[src/rtl/bcd_seq_converter.sv]
// bcd_seq_converter: sequential double-dabble binary-to-BCD converter, one bit per clock.
//   clk, rst_n             : clock, asynchronous active-low reset
//   start                  : conversion request, accepted in IDLE or DONE
//   signed_mode, bin_in    : operand, sampled with an accepted start
//   bcd_out, neg_out       : registered packed BCD result (units in [3:0]) and sign
//   busy, done             : conversion running / one-cycle result-valid pulse
module bcd_seq_converter #(
  parameter int WIDTH  = 8,
  parameter int DIGITS = 3
) (
  input  logic                  clk,
  input  logic                  rst_n,
  input  logic                  start,
  input  logic                  signed_mode,
  input  logic [WIDTH-1:0]      bin_in,
  output logic [4*DIGITS-1:0]   bcd_out,
  output logic                  neg_out,
  output logic                  busy,
  output logic                  done
);
  localparam int BW = 4 * DIGITS;
  localparam int CW = WIDTH > 1 ? $clog2(WIDTH) : 1;
  typedef enum logic [1:0] {IDLE, CONV, DONE} state_t;
  state_t state_q, state_d;
  logic [CW-1:0] cnt_q, cnt_d;
  logic [WIDTH-1:0] mag_q, mag_d;
  logic [BW-1:0] scr_q, scr_d, corr, bcd_q, bcd_d;
  logic sign_q, sign_d, neg_q, neg_d;
  logic accept, last, neg_in;
  // DONE accepts a new request so conversions can run back-to-back.
  assign accept = start && state_q != CONV;
  assign last = state_q == CONV && cnt_q == CW'(WIDTH - 1);
  assign neg_in = signed_mode & bin_in[WIDTH-1];
  // Add-3 correction on every digit of the pre-shift scratch value.
  always_comb begin
    corr = scr_q;
    for (int i = 0; i < DIGITS; i++)
      corr[4*i+:4] = scr_q[4*i+:4] >= 4'd5 ? scr_q[4*i+:4] + 4'd3 : scr_q[4*i+:4];
  end
  always_comb begin
    state_d = state_q;
    cnt_d = cnt_q;
    mag_d = mag_q;
    scr_d = scr_q;
    sign_d = sign_q;
    bcd_d = bcd_q;
    neg_d = neg_q;
    if (accept) begin
      state_d = CONV;
      cnt_d = '0;
      scr_d = '0;
      sign_d = neg_in;
      mag_d = neg_in ? (~bin_in) + WIDTH'(1) : bin_in;
    end else if (state_q == CONV) begin
      {scr_d, mag_d} = {corr, mag_q} << 1;
      cnt_d = cnt_q + CW'(1);
      if (last) begin
        state_d = DONE;
        bcd_d = scr_d;
        neg_d = sign_q;
      end
    end else if (state_q == DONE) begin
      state_d = IDLE;
    end
  end
  always_ff @(posedge clk or negedge rst_n) begin
    if (!rst_n) begin
      state_q <= IDLE;
      cnt_q <= '0;
      mag_q <= '0;
      scr_q <= '0;
      sign_q <= 1'b0;
      bcd_q <= '0;
      neg_q <= 1'b0;
    end else begin
      state_q <= state_d;
      cnt_q <= cnt_d;
      mag_q <= mag_d;
      scr_q <= scr_d;
      sign_q <= sign_d;
      bcd_q <= bcd_d;
      neg_q <= neg_d;
    end
  end
  assign bcd_out = bcd_q;
  assign neg_out = neg_q;
  assign busy = state_q == CONV;
  assign done = state_q == DONE;
endmodule

[config.mk]
export PLATFORM = sky130hd
export DESIGN_NAME = bcd_seq_converter
export DESIGN_NICKNAME = d
export VERILOG_FILES = /design/src/rtl/bcd_seq_converter.sv
export SDC_FILE = /design/constraint.sdc
export NUM_CORES = 1
export LEC_CHECK = 0
export BUFFER_PORTS_ARGS = -buffer_cell sky130_fd_sc_hd__buf_2
export CORE_ASPECT_RATIO = 1.75
export CORE_MARGIN = 4
export CORE_UTILIZATION = 35
export CTS_CLUSTER_DIAMETER = 120
export DETAILED_ROUTE_END_ITERATION = 6
export PLACE_DENSITY_LB_ADDON = 0.15
export SLEW_MARGIN = 20
export SYNTH_ARGS = -nofsm -noshare
export SYNTH_HDL_FRONTEND = slang
export SYNTH_SLANG_ARGS = --single-unit
[constraint.sdc]
create_clock -name clk -period 2.1 [get_ports clk]
set_input_delay 0.105 -clock clk [delete_from_list [all_inputs] [get_ports clk]]
set_output_delay 0.105 -clock clk [all_outputs]
set_load 0.02 [all_outputs]
After elaboration in Yosys (flattened, before gate mapping)

Cells that the tools add are included.

Flip-flop bits (word level): 39
Bits of input ports: 12
Output and inout bits: 15
Logic and storage cells: 43

Add/sub/neg operators: 5
$lt $le $gt $ge: 3
Equality and inequality tests: 5
Muxes and demuxes: 14
Bitwise logic cells: 3
Reduce and logical (&&, ||, !) cells: 6

Operator list:

| cell                  | number |
|---|---|
| $mux W12              | 2 |
| $mux W8               | 3 |
| $ge A4 B3 Y1 const B  | 3 |
| $mux W3               | 3 |
| $add A4 B2 Y4 const B | 2 |
| $add A8 B1 Y8 const B | 1 |
| $mux W2               | 4 |
| $mux W4               | 2 |
| $not A8 Y8            | 1 |
| $add A3 B1 Y3 const B | 1 |
| $add A3 B2 Y3 const B | 1 |
| $eq A3 B3 Y1 const B  | 1 |
| $ne A3 B1 Y1 const B  | 1 |
| $reduce_and A3 Y1     | 1 |
| $reduce_bool A3 Y1    | 1 |
| $eq A2 B1 Y1 const B  | 1 |
| $eq A2 B2 Y1 const B  | 1 |
| $logic_and A1 B1 Y1   | 2 |
| $ne A2 B1 Y1 const B  | 1 |
| $reduce_and A2 Y1     | 1 |
| $reduce_bool A2 Y1    | 1 |
| $and A1 B1 Y1         | 1 |
| $not A1 Y1            | 1 |

Longest topological paths before layout

Gate-level depths: netlist (run 1).

Word-level depth: 5
Gate-level depth with buffers: 6
Gate-level depth less buffers: 6

Worst setup path after synthesis (run 1)

No wires, ideal clock.

Kind: register to register
Start point: reg state_q[1]
End point: reg scr_q[3]
Data arrival time: 1.363 ns
Data required time: 1.979 ns
Slack: 0.616 ns
Stages on the path, launching flop included: 7
Clock period less this slack: 1.484 ns
Cell sequence: dfrtp_1 -> inv_1 -> ha_1 -> nor2_1 -> buf_2 -> a21o_1 -> a22o_1

RTL lines:

| element                             | line | source |
|---|---|---|
| from (decl)                         | 24   | `state_t state_q, state_d;` |
| from (signal assigned)              | 76   | `state_q <= state_d;` |
| $eq A2 B1 Y1                        | -    |  |
| named net busy                      | 18   | `output logic busy,` |
| $reduce_bool A2 Y1 (no source line) | -    |  |
| to (signal assigned)                | 79   | `scr_q <= scr_d;` |
| to (decl)                           | 27   | `logic [BW-1:0] scr_q, scr_d, corr, bcd_q, bcd_d;` |

The timed path passes the listed nets, and every way through them passes these cells.
A chain may end at the register's enable or synchronous reset.

Worst setup path after layout (run 1)

Start point: reg state_q[1]
End point: reg mag_q[3]

Word-level cells in the longest chain between the ends: 3

Ends and longest elaborated chain:

| element                                              | line | source |
|---|---|---|
| $ne A2 B1 Y1                                         | 31   | `assign accept = start && state_q != CONV;` |
| $logic_and A1 B1 Y1                                  | 31   |  |
| $mux W8 / $reduce_bool A2 Y1 (equally long branches) | -    |  |
| to (signal assigned)                                 | 78   | `mag_q <= mag_d;` |
| to (decl)                                            | 26   | `logic [WIDTH-1:0] mag_q, mag_d;` |

Parallel ways exist; a longest one is shown, timed or not.

==> flow_summary.ini, run 1 <==
[timing]
final.setup.worst_slack_ns = 0.403
slew_viol_final = 0
final.period_utilization = 0.808
tns_ns = 0
setup_violations = 0
relSlewSlack = 0.424
worst_slew_pin_slew_ns = 0.864
rsz0062_at_grt = false
finalHoldViolations = 0
skew_ns = 0.00750
period_minus_slack_ns = 1.70
timing.fmax_ghz = 0.589

[hold_path]
hp-class = input pin to register

[critical_path]
end_kind = register
worstPathMaxFanout = 25
path_class = register to register
cp-start-kind = register
critical-path-max-stage-delay_ns = 0.38
critical_path.top_delay_family = flip-flops
cp.required_ns = 2.28
path_buf_inv = 2
rrSetupSlack_ns = 0.40
path_cells = inv_1 > ha_1 > buf_4 > nand2b_1 > nor2_1 > a211o_1
cp_slowest_cell = dfrtp_1
crit_arrival_ns = 1.88

[placed_design]
dp_slack_ns = 0.405
hpwl_um = 3070
place_congestion = 0.742
numPortBuffers = 26
placed_cell_area_um2 = 2220
dp_cells = 289

[logic_synthesis]
ys_async_sr_fraction = 1.00
ys_warn_count = 0
netlist_area_um2 = 2010
synth_edf_count = 0
ys_seq_area_frac = 0.487
synthTopCellsByArea = dfrtp_1 (49%), ha_1 (6.9%), mux2_2 (5.1%)
synth_top_cell_area_share = 0.487
netlist_top_cells_count = dfrtp_1 (39), inv_1 (12), nand2_1 (12), nor2_1 (12), o21ai_0 (12)
ys_ff_latch = 39
synthFlopType = dfrtp_1
netlist_instances = 192
synth.most_common_cell = dfrtp_1
syn-num-nets = 215
avgSynthCellArea_um2 = 10.4
synth_top_cell_by_area = dfrtp_1
ys_types = 31

[floorplan]
die_h_um = 108
coreArea_um2 = 5590
num_rows = 36
start_util = 0.359
die_x_um = 65.2
io_pins = 27
design.die.area_um2 = 7050

[drt]
dr.pass1.iters = 4
wire_per_inst_um = 13.6
drc = 0
viasPerCell = 4.84
antenna_left = 0
drt-initial-drc-count = 37
totalWireLength_um = 4070
vias = 1441

[power]
peakVddDrop_v = 0.000504
clkPwrFrac = 0.227
total_power_w = 0.00330
swShare = 0.367
power.internal_w = 0.00209
power_frac_comb = 0.400
power_density_nw_per_um2 = 1400
p_leak_nw = 1.21
power.switching_w = 0.00121
seq_power_share = 0.373

[finish]
finalNonFillerCells = 298
drive_above_1_share = 0.225
nets = 244
final_area_um2 = 2360
fill_cells = 582
diodes = 0
syn2layout_area_growth_pct = 17.8

[grt]
grt_antenna_before_repair = 0
grt_overflow_total = 0
grt_pass1_wl_um = 7020
track_usage = 0.130
first_global_vias = 1490
grt_max_degree = 40

[cts]
cts_max_level = 2
clock_latency_ns = 0.30
tritoncts = built
post_cts_buffers = 0
cts_buffers = 5
clk_pin_slew_ns = 0.08
root_buffer = clkbuf_8
clock-sinks = 39
clockBufferDepth = 2

[outcome]
status = complete, no violations

[run]
cap_viol_max_count = 0
[metrics by stage]
step,hold WS [ns],util
6_report,0.0924,0.423
5_1_grt,0.116,0.423
4_1_cts,0.0923,0.423
3_5_place_dp,0.282,0.397
3_3_place_gp,0.286,0.397
2_1_floorplan,-0.191,-
[cell usage in the layout, fill, tap and decap left out, types with 3 or more instances in the layout]
cell	count
dfrtp_1	39
buf_2	26
inv_1	12
nor2_1	12
nand2_1	12
o21ai_0	12
a21o_1	11
ha_1	11
a21oi_1	9
mux2_2	9
nor3b_1	7
xnor2_1	6
a22o_1	6
mux2i_1	6
nor3_1	5
clkbuf_8	5
nand2b_1	4
a22oi_1	4
nand3_1	3
a21oi_2	3
and2_1	3
buf_4	3
[flip-flops by register name (all words and copies together) (netlist names)]
register	cells
mag_q	8
state_q	2
scr_q	12
cnt_q	3
bcd_out	12
neg_out	1
sign_q	1
[routing by layer]
| layer | share of wire | global-route usage | vias to the layer above |
|---|---|---|---|
| li1 | - | - | 729 |
| met3 | 0.026 | 0.0218 | 8 |
| met4 | 0.028 | 0.0653 | 0 |
| met2 | 0.55 | 0.241 | 25 |
| met1 | 0.40 | 0.136 | 679 |
| met5 | 0 | 0 | - |
[power by group through the flow]
| stage | combinational, W | sequential (W) | clock, W |
|---|---|---|---|
| after floorplan | 0.000932 | 0.00129 | 0 |
| after global placement | 0.00133 | 0.00125 | 0 |
| after detailed placement | 0.00135 | 0.00125 | 0 |
| after CTS | 0.00135 | 0.00123 | 0.000763 |
| after global routing | 0.00150 | 0.00127 | 0.000793 |
| final | 0.00132 | 0.00123 | 0.000748 |
[timing repair]
action | CTS | global route
endpoints found under the setup margin | 0 | 0
gates resized for setup | 0 | 0
hold endpoints to repair | 39 | 0
hold buffers | 1 | 0
[path summary, 6_finish.rpt]
kind                              from          end  cells past startpoint
min                          bin_in[0]     mag_q[0]                      3
max in group asynchronous        rst_n     scr_q[0]                      2
min in group asynchronous        rst_n   bcd_out[5]                      2
min reg2reg                bcd_out[11]  bcd_out[11]                      2
max                         state_q[1]     mag_q[3]                      6
max reg2reg                 state_q[1]     mag_q[3]                      6
[layout make-up]
cell class	instances	area, µm²	area share
Inverter	12	45.0	0.0191
Tap cell	76	95.1	0.0403
Sequential cell	39	976	0.413
Timing Repair Buffer	30	163	0.0689
Multi-Input combinational cell	133	947	0.401
Clock buffer	5	68.8	0.0291
Clock inverter	3	67.6	0.0286
[worst register-to-register path: stages (launching register included)]
cell and delay (ns):
dfrtp_1 0.38, inv_1 0.08, ha_1 0.18, buf_4 0.28
nand2b_1 0.32, nor2_1 0.07, a211o_1 0.29
[kinds of logic after synthesis]
group / share of synthesized area
xor+xnor: 0.0262
simple gates: 0.127
fa+ha+maj: 0.0686
flops: 0.487
buf+inv: 0.0412
compound gates: 0.170
mux: 0.0805
Note: power is estimated with default switching activity, not from simulation.
==> inputs of run 2 (changes only) <==
Clock period 2.1 ns to 1.5 ns, I/O delays scaled along.
==> flow_summary.ini, run 2 (same netlist as run 1, synthesis figures left out) <==
[hold_path]
hold_depth = 3
hp-class = input pin to register
holdPathEnd = mag_q[0]
hp-start = bin_in[0]

[timing]
timing.fmax_ghz = 0.699
final.period_utilization = 0.953
rsz0062_at_grt = false
finalHoldViolations = 0
skew_ns = 0.00618
slew_viol_final = 0
period_minus_slack_ns = 1.43
worst_slew_pin_slew_ns = 0.355
relSlewSlack = 0.761
setup_violations = 0

[grt]
grt_overflow_total = 0
track_usage = 0.134
grt_max_degree = 40
first_global_vias = 1528
grt_antenna_before_repair = 0
grt_pass1_wl_um = 7160

[floorplan]
start_util = 0.359
die_x_um = 65.2
num_rows = 36
io_pins = 27
design.die.area_um2 = 7050
die_h_um = 108
coreArea_um2 = 5590

[drt]
wire_per_inst_um = 14.4
vias = 1555
viasPerCell = 4.91
drc = 0
antenna_left = 0
totalWireLength_um = 4570
drt-initial-drc-count = 48
dr.pass1.iters = 4

[critical_path]
reg2reg_from = scr_q[4]
cp.required_ns = 1.73
reg2reg_to = bcd_out[6]
rr_worst_depth = 5
cp_slowest_cell = dfrtp_1
critical-path-max-stage-delay_ns = 0.43
rrSetupSlack_ns = 0.07
path_cells = ha_1 > nand2b_4 > a21oi_4 > mux2i_1 > mux2_4
path_class = register to register
worstPathMaxFanout = 4
crit_arrival_ns = 1.66
end_kind = register
cp-start-kind = register

[placed_design]
hpwl_um = 3330
placed_cell_area_um2 = 2330
numPortBuffers = 26
place_congestion = 0.729
dp_cells = 303

[cts]
clock-sinks = 39
clockBufferDepth = 2
cts_buffers = 5
cts_max_level = 2
clock_latency_ns = 0.29
root_buffer = clkbuf_8
tritoncts = built
clk_pin_slew_ns = 0.07

[outcome]
status = complete, no violations

[finish]
syn2layout_area_growth_pct = 30.1
finalNonFillerCells = 317
drive_above_1_share = 0.353
final_area_um2 = 2610
mostFrequentLayoutCell = dfrtp_1
nets = 263
diodes = 0
final_cell_mix = dfrtp_1 (38), buf_2 (26), buf_4 (20)

[power]
peakVddDrop_v = 0.000945
p_leak_nw = 1.33
power_density_nw_per_um2 = 1930

[run]
cap_viol_max_count = 0
[run 2: report_power, final]
part,switching (W),total (W),leakage (nW),internal (W)
clock,0.000365,0.000903,0.0612,0.000538
sequential,0.000324,0.00177,0.515,0.00144
combinational,0.00118,0.00238,0.758,0.00120
[run 2: worst max-delay path, delay by kind of cell (launching register included)]
family	cells	cell delay (ns)
flops	1	0.43
mux	2	0.45
simple gates	1	0.14
fa+ha+maj	1	0.21
compound gates	1	0.14
[run 2: what timing repair did]
item	4_1_cts	5_1_grt
buffers inserted	0	4
endpoints found under the setup margin	17	17
gates cloned	0	1
pin swaps	0	5
hold endpoints to repair	39	0
resized for setup	3	24
hold buffers	1	0
[run 2: area by class of cell]
cell class                 count  area, µm²
clock buffer                   6       82.6
clock inverter                 2       35.0
fill                         582       2980
inverter                      12       45.0
multi-input combinational    134       1060
sequential                    39        977
tap                           76       95.1
timing repair buffer          48        310
[run 2: worst max-delay path by stage]
stage | start | to | depth (start not counted)
after floorplan | state_q[1] | scr_q[3] | 6
after global placement | cnt_q[0] | neg_out | 4
after detailed placement | cnt_q[0] | bcd_out[1] | 4
after CTS | scr_q[4] | bcd_out[6] | 5
after global routing | cnt_q[0] | neg_out | 4
final | scr_q[4] | bcd_out[6] | 5
[run 2: metal layers]
layer / global-route usage / up-vias / wire, µm
met5: 0 / - / 0
met4: 0.0623 / 0 / 114
met3: 0.0218 / 8 / 124
met2: 0.255 / 28 / 2590
met1: 0.137 / 751 / 1740
li1: - / 768 / -
[run 2: through the flow]
stage          utilization  hold WS (ns)  total power (W)  setup slack, ns  setup TNS (ns)
4_1_cts              0.442        0.0727          0.00478          -0.0102         -0.0102
3_5_place_dp         0.418        0.0641          0.00384          -0.0507          -0.384
3_3_place_gp         0.418        0.0644          0.00381          -0.0187          -0.141
5_1_grt              0.467        0.0784          0.00540           0.0178               0
6_report             0.467        0.0737          0.00505           0.0703               0
2_1_floorplan            -        -0.221          0.00311           0.0159               0
==> inputs of run 3 (changes only) <==
Clock period 1.5 ns to 1.4 ns, I/O delays scaled along.
==> flow_summary.ini, run 3 (same netlist as run 1, synthesis figures left out) <==
[critical_path]
path_cells = ha_2 > nand2b_4 > a21oi_4 > mux2i_2 > mux2_4
critical_path_cell_count = 5
critical_path.top_delay_family = multiplexers
crit_arrival_ns = 1.68
rr_worst_depth = 5
path_class = register to register
cp.required_ns = 1.63
worstPathMaxFanout = 3
end_kind = register
cp-start-kind = register
cp_slowest_cell = dfrtp_1
path_buf_inv = 0
critical-path-max-stage-delay_ns = 0.42

[drt]
drc = 0
drt-initial-drc-count = 42
wire_per_inst_um = 15.4
antenna_left = 0
totalWireLength_um = 5030
dr.pass1.iters = 4
vias = 1621
viasPerCell = 4.96

[cts]
root_buffer = clkbuf_8
clockBufferDepth = 2
clock_latency_ns = 0.29
cts_max_level = 2
cts_buffers = 5
clk_pin_slew_ns = 0.07
clock-sinks = 39
tritoncts = built

[finish]
syn2layout_area_growth_pct = 42.7
diodes = 0
fin_util = 0.513
final_cell_mix = dfrtp_1 (38), buf_2 (26), buf_4 (24)
mostFrequentLayoutCell = dfrtp_1
drive_above_1_share = 0.434
nets = 275
final_area_um2 = 2860

[timing]
skew_ns = 0.00514
relSlewSlack = 0.696
period_minus_slack_ns = 1.45
final.period_utilization = 1.03
setup_violations = 7
timing.fmax_ghz = 0.691
finalHoldViolations = 0
worst_slew_pin_slew_ns = 0.456
rsz0062_at_grt = true
slew_viol_final = 0
final.setup.worst_slack_ns = -0.0464

[run]
cap_viol_max_count = 0

[power]
p_leak_nw = 1.44
power_density_nw_per_um2 = 2100
peakVddDrop_v = 0.000764

[floorplan]
io_pins = 27
die_x_um = 65.2
design.die.area_um2 = 7050
start_util = 0.359
num_rows = 36
die_h_um = 108
coreArea_um2 = 5590

[grt]
grt_antenna_before_repair = 0
grt_overflow_total = 0
grt_max_degree = 24
first_global_vias = 1704
grt_pass1_wl_um = 8220
track_usage = 0.152

[placed_design]
numPortBuffers = 26
place_congestion = 0.760
hpwl_um = 3300
placed_cell_area_um2 = 2390

[hold_path]
hold_depth = 3
hp-class = input pin to register

[outcome]
violations = negative setup slack
status = finished with violations
==> run 3: stage by stage <==
stage | std cells | power [W] | hold slack [ns] | worst slack [ns] | TNS (ns)
2_1_floorplan | 192 | 0.00334 | -0.226 | 0.000776 | 0
3_3_place_gp | 309 | 0.00418 | 0.0409 | -0.115 | -1.57
3_5_place_dp | 309 | 0.00421 | 0.0508 | -0.123 | -1.67
4_1_cts | 320 | 0.00546 | 0.0710 | -0.0279 | -0.0341
5_1_grt | 327 | 0.00644 | 0.0994 | -0.125 | -0.755
6_report | 327 | 0.00601 | 0.0685 | -0.0464 | -0.143
==> run 3: layout make-up <==
class / count / area, µm²
fillers: 556 / 2720
multi-input cells: 134 / 1160
flip-flops and latches: 39 / 977
repair buffers: 60 / 514
well taps: 76 / 95.1
clock buffers: 6 / 72.6
inverters: 12 / 45.0
==> run 3: final timing paths <==
path / from / end / slack [ns]
setup / recovery: scr_q[0] / bcd_out[2] / -0.05
hold / removal: bin_in[0] / mag_q[0] / 0.07
setup reg to reg: scr_q[0] / bcd_out[2] / -0.05
hold reg to reg: bcd_out[11] / bcd_out[11] / 0.47
max in group asynchronous: rst_n / scr_q[4] / 0.66
min in group asynchronous: rst_n / scr_q[6] / 0.26
==> run 3: power breakdown <==
part	total, W	leakage (nW)	switching, W	internal [W]
registers	0.00189	0.515	0.000348	0.00154
clock network	0.000706	0.0371	0.000374	0.000332
logic	0.00341	0.885	0.00150	0.00191
total	0.00601	1.44	0.00222	0.00379
==> run 3: metal layers <==
layer	vias to the layer above	share of wire	GRT usage
met5	-	0	0
met4	0	0.0090	0.0490
met3	4	0.030	0.0260
met2	30	0.58	0.290
met1	789	0.39	0.164
li1	798	-	-
==> run 3: what timing repair did <==
item                                    in CTS  in global routing
buffers inserted                             2                  4
cloned                                       2                  3
endpoints found under the setup margin      25                 29
endpoints found under the hold margin       17                  0
hold buffers                                 1                  0
resized for setup                           27                 26
pin swaps                                    7                  8
==> run 3: worst min-delay path, stage by stage <==
cell	delay [ns]
buf_2	0.10
mux2i_1	0.07
nor2_1	0.07
